**src/rtl/pc_sequencer.sv**
```systemverilog
// Instruction-fetch sequencer: drives the program-counter load, the instruction
// memory request, and the decode-side instruction register.
module pc_sequencer (
  input  logic        CLK,
  input  logic        Reset,
  input  logic [32:1] currentAddress,
  output logic        PCWrite,
  output logic [32:1] newAddress,
  output logic        imem_req,
  input  logic        imem_ready,
  input  logic [32:1] imem_rdata,
  input  logic        branch_taken,
  input  logic [32:1] branch_target,
  input  logic        stall_req,
  output logic [32:1] instr_out,
  output logic        instr_valid,
  output logic        flush,
  output logic [16:1] fetch_count
);

  typedef enum logic [1:0] {
    WAIT0   = 2'd0,
    FETCH   = 2'd1,
    STALL   = 2'd2,
    DISCARD = 2'd3
  } state_t;

  state_t      state_q, state_d;
  logic [32:1] instr_q, instr_d;
  logic [32:1] hold_q, hold_d;
  logic        hold_valid_q, hold_valid_d;
  logic        valid_q, valid_d;
  logic [16:1] count_q, count_d;
  logic [32:1] seq_address;

  assign seq_address = currentAddress + 32'd4;

  assign instr_out   = instr_q;
  assign instr_valid = valid_q;
  assign fetch_count = count_q;

  always_ff @(posedge CLK or posedge Reset) begin
    if (Reset) begin
      state_q      <= WAIT0;
      instr_q      <= '0;
      hold_q       <= '0;
      hold_valid_q <= 1'b0;
      valid_q      <= 1'b0;
      count_q      <= '0;
    end else begin
      state_q      <= state_d;
      instr_q      <= instr_d;
      hold_q       <= hold_d;
      hold_valid_q <= hold_valid_d;
      valid_q      <= valid_d;
      count_q      <= count_d;
    end
  end

  always_comb begin
    state_d      = state_q;
    instr_d      = instr_q;
    hold_d       = hold_q;
    hold_valid_d = hold_valid_q;
    // An undelivered cycle drops the valid flag unless decode is holding it.
    valid_d      = stall_req ? valid_q : 1'b0;
    count_d      = count_q;
    PCWrite      = 1'b0;
    newAddress   = seq_address;
    imem_req     = 1'b0;
    flush        = 1'b0;

    if (!Reset) begin
      case (state_q)
        WAIT0: begin
          state_d = FETCH;
        end
        FETCH: begin
          imem_req = 1'b1;
          if (branch_taken) begin
            state_d = imem_ready ? FETCH : DISCARD;
          end else if (imem_ready && stall_req) begin
            hold_d       = imem_rdata;
            hold_valid_d = 1'b1;
            state_d      = STALL;
          end else if (imem_ready) begin
            instr_d = imem_rdata;
            valid_d = 1'b1;
            count_d = count_q + 16'd1;
            PCWrite = 1'b1;
          end
        end
        STALL: begin
          if (branch_taken) begin
            state_d = FETCH;
          end else if (!stall_req) begin
            instr_d      = hold_q;
            valid_d      = hold_valid_q;
            hold_valid_d = 1'b0;
            count_d      = count_q + 16'd1;
            PCWrite      = 1'b1;
            state_d      = FETCH;
          end
        end
        DISCARD: begin
          // A redirect here still leaves the old response in flight unless it lands now.
          if (imem_ready) begin
            state_d = FETCH;
          end
        end
        default: begin
          state_d = WAIT0;
        end
      endcase

      if (branch_taken && state_q != WAIT0) begin
        PCWrite      = 1'b1;
        newAddress   = branch_target;
        flush        = 1'b1;
        valid_d      = 1'b0;
        hold_valid_d = 1'b0;
      end
    end
  end

endmodule

```
**config.mk**
```make
export PLATFORM = sky130hd
export DESIGN_NAME = pc_sequencer
export DESIGN_NICKNAME = d
export VERILOG_FILES = /design/src/rtl/pc_sequencer.sv
export SDC_FILE = /design/constraint.sdc
export NUM_CORES = 1
export LEC_CHECK = 0
export BUFFER_PORTS_ARGS = -buffer_cell sky130_fd_sc_hd__buf_2
export CAP_MARGIN = 20
export CORE_UTILIZATION = 53
export CTS_CLUSTER_DIAMETER = 50
export DETAILED_ROUTE_END_ITERATION = 6
export PLACE_DENSITY = 0.86
export SETUP_SLACK_MARGIN = 0.05
export SLEW_MARGIN = 5
export SYNTH_ARGS = -nofsm -noshare
export SYNTH_HDL_FRONTEND = slang
export SYNTH_SLANG_ARGS = --single-unit
```
**constraint.sdc**
```tcl
create_clock -name CLK -period 8.2 [get_ports CLK]
set_clock_uncertainty 0.2 [all_clocks]
set_input_delay 1.64 -clock CLK [delete_from_list [all_inputs] [get_ports CLK]]
set_output_delay 1.64 -clock CLK [all_outputs]
set_load 0.03 [all_outputs]
```
==> run summary, run 1 <==
The flow ran to the end, and the final reports show no timing, DRC or antenna violations. The run gives 2700 ps as the post-placement worst setup slack. In this run the post-CTS setup repair buffer count came out at 0. In the final routed layout, each cell accounts on average for 14.7 um. 0 antenna diodes ended up in the layout. The library cells used most frequently in the layout, excluding fill and tap cells, are sky130_fd_sc_hd__buf_2, sky130_fd_sc_hd__dfrtp_1, sky130_fd_sc_hd__nand2_1, sky130_fd_sc_hd__o21ai_0, sky130_fd_sc_hd__mux2i_1. In this run, synthesis produced a sequential element count of 84. For the post-synth net total, the log shows 595. Of the available clock period, the critical path in the final layout requires 67.6%. The area overhead of the layout relative to synthesis is 26.3%.

After clock tree synthesis, the clock-pin slew on the worst setup and hold paths is 90 ps. The tools report the number of antenna violations at the first check in global routing as 0. Once layout is complete, the utilization of the core stands at 70.5%.

In this run the power density over the cells is 293 mW/mm^2. The logs give 86 for the maximum number of pins on one net before global-route repair and 11300 um for the detailed-route wire length. The first TritonRoute pass finished after 4 iterations.

For the pin with the worst max-slew slack, the measured transition is 732 ps. Number of max-cap violations: 0. Slowest cell on the critical path: sky130_fd_sc_hd__or4_1.

In the final timing run, aggregate negative setup slack is 0 ps. The number of endpoints failing setup at the final stage was 0; the remaining antenna violation count was 0. The internal portion of the total power is 1.01 mW.

In this run the worst path has a maximum fanout of 16. The count of yosys warnings during synthesis was 0. In the synthesized netlist the dominant register cell turns out to be sky130_fd_sc_hd__dfrtp_1.

The synthesized netlist occupies a cell area of 0.00468 mm^2. Final weighted congestion in routability-driven placement: 0.827. The instance count after placement with tap cells included came out at 751. The tools report the net switching power as 723 uW. In the final layout, flip-flops and latches occupy 0.00210 mm^2. Counting the fill cells in the layout gives 636.

The tools report the worst path arrival time as 3700 ps. Once the floorplan was initialized, standard cells occupied 55.8% of the core. The share of synthesized area in the top cell type comes to 44.9%.

The worst-case clock buffer depth is 2. Based on the critical path, the design can be clocked at up to 0.180 GHz. The via count of the first global-routing pass was 3976. For this run, design rule violations remaining after detail routing come to 0. The share of total power dissipated in sequential elements is 39.3%.

For this run the aggregate overflow at the end of global routing stands at 0. The worst setup path is launched from a primary input. The shortest clock period the worst path allows after layout came out at 5540 ps. The share of layout cells above drive strength 1 was 37.3%.

TritonCTS built the clock tree. The tree built by TritonCTS fans out to 84 sinks. Classification of the worst setup path: in2out.

The die covers 0.00921 mm^2. The run gives 42.8% as the relative contribution of combinational cells to total power. In this run, post-CTS repair resized a total of 0 instances. Summed over all cells, the static leakage comes to 2.77 nW.

After synthesis, the mean cell area works out to 9.59 um^2. The tightest slew margin relative to the limit came out at 51.2%. Walking the worst path, the cells encountered are buf_2 > nand4_1 > or4_1 > or4_1 > a31oi_1 > buf_2. The logs give 488 for the number of instances in the synthesized netlist and 24.5% for the global router's overall resource usage.

Yosys mapped the design onto 43 distinct sky130hd cell types. Setup repair after global routing left no endpoint under its margin. Total chip power: 1.73 mW.

The run gives 6360 ps as the required time of the worst setup path. The first routing iteration left 175 violations. The tools report the clock buffer count from CTS as 9. The tree is rooted in a sky130_fd_sc_hd__clkbuf_8. Input and output buffers added on the ports amount to 184. Across all register-to-register paths, the minimum setup slack is 5600 ps. The floorplan step defined a core boundary enclosing 0.00838 mm^2. The logs give 0 for the number of failing hold endpoints at the final stage and 0.00244 mm^2 for the multi-input combinational cell area. Leaving out fill and tap cells, the most frequent cell in the layout is sky130_fd_sc_hd__buf_2. The logs give 185 for the number of ports placed on the die boundary and 8350 um for the post-detailed-placement half-perimeter wirelength. In the synthesized netlist the async set-or-reset flop fraction comes to 100%. Using the TritonRoute via totals, the vias-per-cell ratio works out to 5.59. For the number of hold buffers added after CTS, the log shows 0. The number of pins with negative max-slew slack in the final report was 0; the worst stage delay on the critical path was 780 ps. The clock network is responsible for 17.8% of the overall power. The total via count in the routed design is 4300. The net count of the finished layout is 766. Library cell occupying the most area in the post-synthesis netlist: sky130_fd_sc_hd__dfrtp_1.

For the number of cell rows, the log shows 33. The number of flops mapped to enable cells by yosys is 0, and the wire length of the first global-routing pass is 17700 um. The run gives 243 uV as the largest voltage drop on the vdd net. Ranked by total cell area, the synthesized netlist is headed by sky130_fd_sc_hd__dfrtp_1, sky130_fd_sc_hd__mux2_2, sky130_fd_sc_hd__mux2i_1. The post-layout worst setup margin came out at 2660 ps. The path class of the tightest hold or removal check is reg2reg. The endpoint type of the worst setup path was an output port. At the later pin of the worst-skew pair, clock insertion delay measures 340 ps.

The chip width is 96.0 um, and the share of the yosys chip area belonging to registers is 44.9%. The die is 96.0 um tall. The count of placed standard cells in the final layout, fillers left out is 769. The H-tree was split into 3 levels. Net switching is 41.7% of the power.
[worst paths after layout]
path	startpoint	end	cells past startpoint
worst max register to register	state_q[0]	fetch_count[10]	6
worst max-delay path	currentAddress[13]	newAddress[26]	6
worst min-delay path	fetch_count[16]	fetch_count[16]	1
max in group asynchronous	Reset	instr_out[26]	4
worst min register to register	fetch_count[16]	fetch_count[16]	1
min in group asynchronous	Reset	fetch_count[10]	3
[final cells by class]
class / count / share of cell area [%]
clock buffer: 11 / 2.56
clock inverter: 5 / 1.10
inverter: 7 / 0.466
multi-input combinational: 367 / 41.2
sequential: 84 / 35.5
tap: 105 / 2.22
timing repair buffer: 190 / 16.9
[logic make-up (layout without fill, tap and decap cells)]
kind of cell	count (synthesis)	in the layout	share of synthesized area [%]
and+or+nand+nor	177	177	18.6
xor gates and xnor gates	28	28	5.40
AOI/OAI and AO/OA	91	91	11.6
adders and majority gates	6	6	1.60
muxes	65	65	14.8
buffers and inverters	37	213	3.21
DFF	84	84	44.9
[worst max-delay path, delay by kind of cell]
family | cells | cell delay [ps]
buf+inv | 2 | 360
compound gates | 1 | 190
simple gates | 3 | 1510
[synth_stat cells, drive strengths merged, types with 6 or more instances]
cell,number
xnor2,17
mux2,32
a31oi,15
nand2,75
dfrtp,84
o31ai,11
or4,15
xor2,11
nor2,25
mux2i,33
nand4,15
nand3,16
ha,6
inv,7
o21ai,52
clkbuf,25
[power groups by stage]
stage | Clock, mW | Sequential [mW] | Combinational, mW
2_1_floorplan | 0 | 0.839 | 0.369
3_3_place_gp | 0 | 0.679 | 0.717
3_5_place_dp | 0 | 0.691 | 0.735
4_1_cts | 0.317 | 0.683 | 0.738
5_1_grt | 0.336 | 0.705 | 0.807
6_report | 0.309 | 0.682 | 0.743
[state kept, by name, indices dropped and copies added (netlist names)]
name / count
hold_valid_q: 1
state_q: 2
instr_out: 32
instr_valid: 1
fetch_count: 16
hold_q: 32
[layer usage]
layer  global-route usage (%)  routed length (um)  vias to the layer above
met1                     30.6                4710                     2029
met2                     43.0                5910                      155
met4                     6.47                 161                        0
li1                         -                   -                     2101
met3                     5.06                 548                       15
met5                        0                   0                        -
[stage by stage]
| step | instance area, um^2 | hold WS (ps) |
|---|---|---|
| 2_1_floorplan | 4680 | 271 |
| 3_3_place_gp | 5650 | 256 |
| 3_5_place_dp | 5650 | 265 |
| 4_1_cts | 5870 | 283 |
| 5_1_grt | 5910 | 301 |
| 6_report | 5910 | 270 |
No activity file was read; power rests on OpenSTA's default activity.
==> run 2: changes to the inputs <==
Settings changed: CORE_UTILIZATION 53 to 44, PLACE_DENSITY 0.86 to 0.76.
Clock period 8.2 ns to 4.6 ns, I/O delays scaled along.
==> run summary, run 2 (synthesis gave the netlist of run 1 again) <==
The run finished with clean final reports. The critical path goes through buf_2 > nand4_1 > or4_1 > or4_1 > a31oi_4 > buf_2. In this design, the largest share of critical-path delay is due to simple AND/OR/NAND/NOR gates.

The count of routing violations after the opening detailed-route iteration is 251 (+43%). The accumulated negative setup slack was 0 ps (unchanged); the internal cell power was 1.86 mW (+83%). The total number of nets in the final design is 767 (+0.13%). For the reg2reg setup slack, the log shows 1750 ps (-3850 ps). The run gives 1 (+1) as the number of antenna violations at the first check in global routing. The global router's overall resource usage was 22.4% (-2.0 points); the post-CTS clock slew at the launch and capture registers of the worst setup and hold paths was 80 ps (about the same). The share of layout cells above drive strength 1 came out at 41.1% (+3.7 points). The tightest slew margin relative to the limit came out at 49.0% (-2.2 points). For the clock buffer count from CTS, the log shows 9 (unchanged). The number of cells on the critical path works out to 6 (unchanged). For the count of clock tree sinks, the log shows 84 (unchanged).

The number of remaining DRC errors is 0 (unchanged). The tools report the endpoint type of the worst setup path as an output port. The timing endpoint of the critical path was newAddress[31]. The area overhead of the layout relative to synthesis came out at 33.6%. The worst register-to-register path ends at fetch_count[10].

Met2 wirelength from detailed routing: 6110 um (+3.3%). The number of ports placed on the die boundary was 185 (unchanged). The remaining antenna violation count was 0 (unchanged).

The number of endpoints failing setup at the final stage was 0 (unchanged); the power share of the sequential group was 38.1% (-1.2 points). The post-CTS resize count was 0 (unchanged); the routed metal-1 wire length was 5020 um (+6.5%). The tools report the critical register-to-register path startpoint as state_q[0]. The largest voltage drop on the vdd net came out at 363 uV (+49%).

For the detailed-route wire length, the log shows 12200 um (+7.4%). Classification of the worst setup path: in2out. The antenna diode count is 0 (unchanged), and the number of pins with negative max-slew slack in the final report is 0 (unchanged). The tools report the met3 wire length as 843 um (+54%). The number of vias per cell is 5.47 (-2.2%), and the power density over cell area is 508 mW/mm^2 (+73%). The total via count in the routed design is 4380 (+1.9%), and the net switching power is 1.32 mW (+83%).

Required time of the worst setup path: 3480 ps (-2880 ps). The count of input and output buffers was 184 (unchanged). The run gives 9130 um (+9.4%) as the post-detailed-placement half-perimeter wirelength. Highest routed metal layer: met5.

The run gives 868 (+36%) as the filler cell count in the final layout. The critical-path maximum fanout was 16 (unchanged). Final weighted congestion in routability-driven placement: 0.937 (+13%). The tools report the worst path arrival time as 3030 ps (-670 ps).

The clock latency reported for the late side of the worst-skew pair was 340 ps (about the same). Chip width: 105 um (+9.5%). The setup fix buffers added after clock tree synthesis was 0 (unchanged). Buffer cell driving the clock tree root: sky130_fd_sc_hd__clkbuf_8. The number of cell rows is 37 (+12%). For the leakage power, the log shows 2.81 nW (+1.6%). The tools report the relative contribution of combinational cells to total power as 43.5% (+0.7 points).

The actual transition at the worst max-transition pin works out to 765 ps (+33.0 ps). The logs give 2 (unchanged) for the worst-case clock buffer depth and 4319 (+8.6%) for the via count of the first global-routing pass. The number of max-cap violations was 0 (unchanged); the worst stage delay on the critical path was 760 ps (-20 ps). The shortest clock period the worst path allows after layout is 4150 ps, and the share of power burned in the clock network is 18.4% (+0.6 points). The worst path buffer plus inverter count works out to 2 (unchanged). The detail-routed net length per standard cell was 15.2 um (+3.1%); the period utilization was 90.3%.

The switching power as a share of total power is 41.6% (-0.10 points). Setup repair after global routing left no endpoint under its margin. The tools report the number of failing hold endpoints at the final stage as 0 (unchanged).

The die height works out to 105 um (+9.5%). Among all stages on the critical path, the largest delay is contributed by sky130_fd_sc_hd__or4_1. The overflow left after global routing is 0 (unchanged). The area enclosed by the die boundary is 0.0111 mm^2 (+20%), and the wire length of the first global-routing pass is 20100 um (+14%). The H-tree level count came out at 3 (unchanged).

The leading cell type in the layout, fill and taps excluded is sky130_fd_sc_hd__buf_2. Length in cells of the worst reg-to-reg path: 7 (+1). Effective utilization at floorplan: 45.3% (-11 points).

The run gives 0 (unchanged) as the number of hold buffers added after CTS. Leaving out fill and tap cells, the most frequent cells in the layout are sky130_fd_sc_hd__buf_2, sky130_fd_sc_hd__dfrtp_1, sky130_fd_sc_hd__nand2_1, sky130_fd_sc_hd__o21ai_0, sky130_fd_sc_hd__mux2i_1. The total chip power was 3.18 mW (+83%).

The worst hold path class was reg2reg. For the achievable frequency, the log shows 0.241 GHz. The area of the core region was 0.0103 mm^2 (+23%). TritonCTS built the clock tree. The logs give 86 (unchanged) for the maximum number of pins on one net before global-route repair and 7 (+3) for the number of iterations in the first detailed-routing pass. The startpoint identified for the worst hold timing path is instr_out[11]. The startpoint type of the worst setup path was a primary input. The most critical setup path has its startpoint at currentAddress[13].
## run 2: cell types whose count changed in the layout (fill, tap and decap cells not counted), sizes merged
cell and change:
clkinvlp +3, clkinv -2, inv -2, buf +1, bufinv +1
## run 2: cell type report
cell class | instances | area [um^2] | area share, %
multi-input cells | 367 | 2740 | 43.8
flip-flops and latches | 84 | 2100 | 33.6
repair buffers | 191 | 986 | 15.8
well taps | 136 | 170 | 2.72
clock buffers | 11 | 141 | 2.26
clock inverters | 5 | 83.8 | 1.34
inverters | 7 | 30.0 | 0.480
## run 2: worst min-delay path by stage
| stage | end | slack, ps | cells past startpoint |
|---|---|---|---|
| CTS | fetch_count[16] | 280 | 1 |
| detailed placement | fetch_count[16] | 260 | 1 |
| global route | fetch_count[16] | 290 | 1 |
| floorplan | hold_valid_q | 270 | 1 |
| finish | instr_out[11] | 280 | 2 |
| global placement | instr_out[24] | 260 | 2 |
## run 2: layer usage
metal,track usage [%],up-vias
met2,39.5,143
li1,-,2098
met1,26.6,2116
met3,6.11,21
met5,0,-
met4,6.94,2
## run 2: power groups by stage
stage / combinational (mW) / clock [mW] / sequential (mW)
2_1_floorplan: 0.714 / 0 / 1.49
3_3_place_gp: 1.36 / 0 / 1.20
3_5_place_dp: 1.40 / 0 / 1.22
4_1_cts: 1.40 / 0.600 / 1.21
5_1_grt: 1.51 / 0.630 / 1.25
6_report: 1.38 / 0.585 / 1.21
## run 2: tightest hold or removal path, stage by stage, from the launching register on
cell	delay [ps]
sky130_fd_sc_hd__dfrtp_1	340
sky130_fd_sc_hd__nand2_1	50
sky130_fd_sc_hd__o21ai_0	60
## run 2: stage by stage
step,setup slack (ps),utilization (%),hold WS (ps),cells,cell area [um^2]
2_1_floorplan,81.6,-,271,488,5000
3_3_place_gp,498,58.2,258,784,6010
3_5_place_dp,449,58.2,263,784,6010
4_1_cts,448,60.4,277,800,6230
5_1_grt,348,60.6,295,801,6250
6_report,448,60.6,278,801,6250
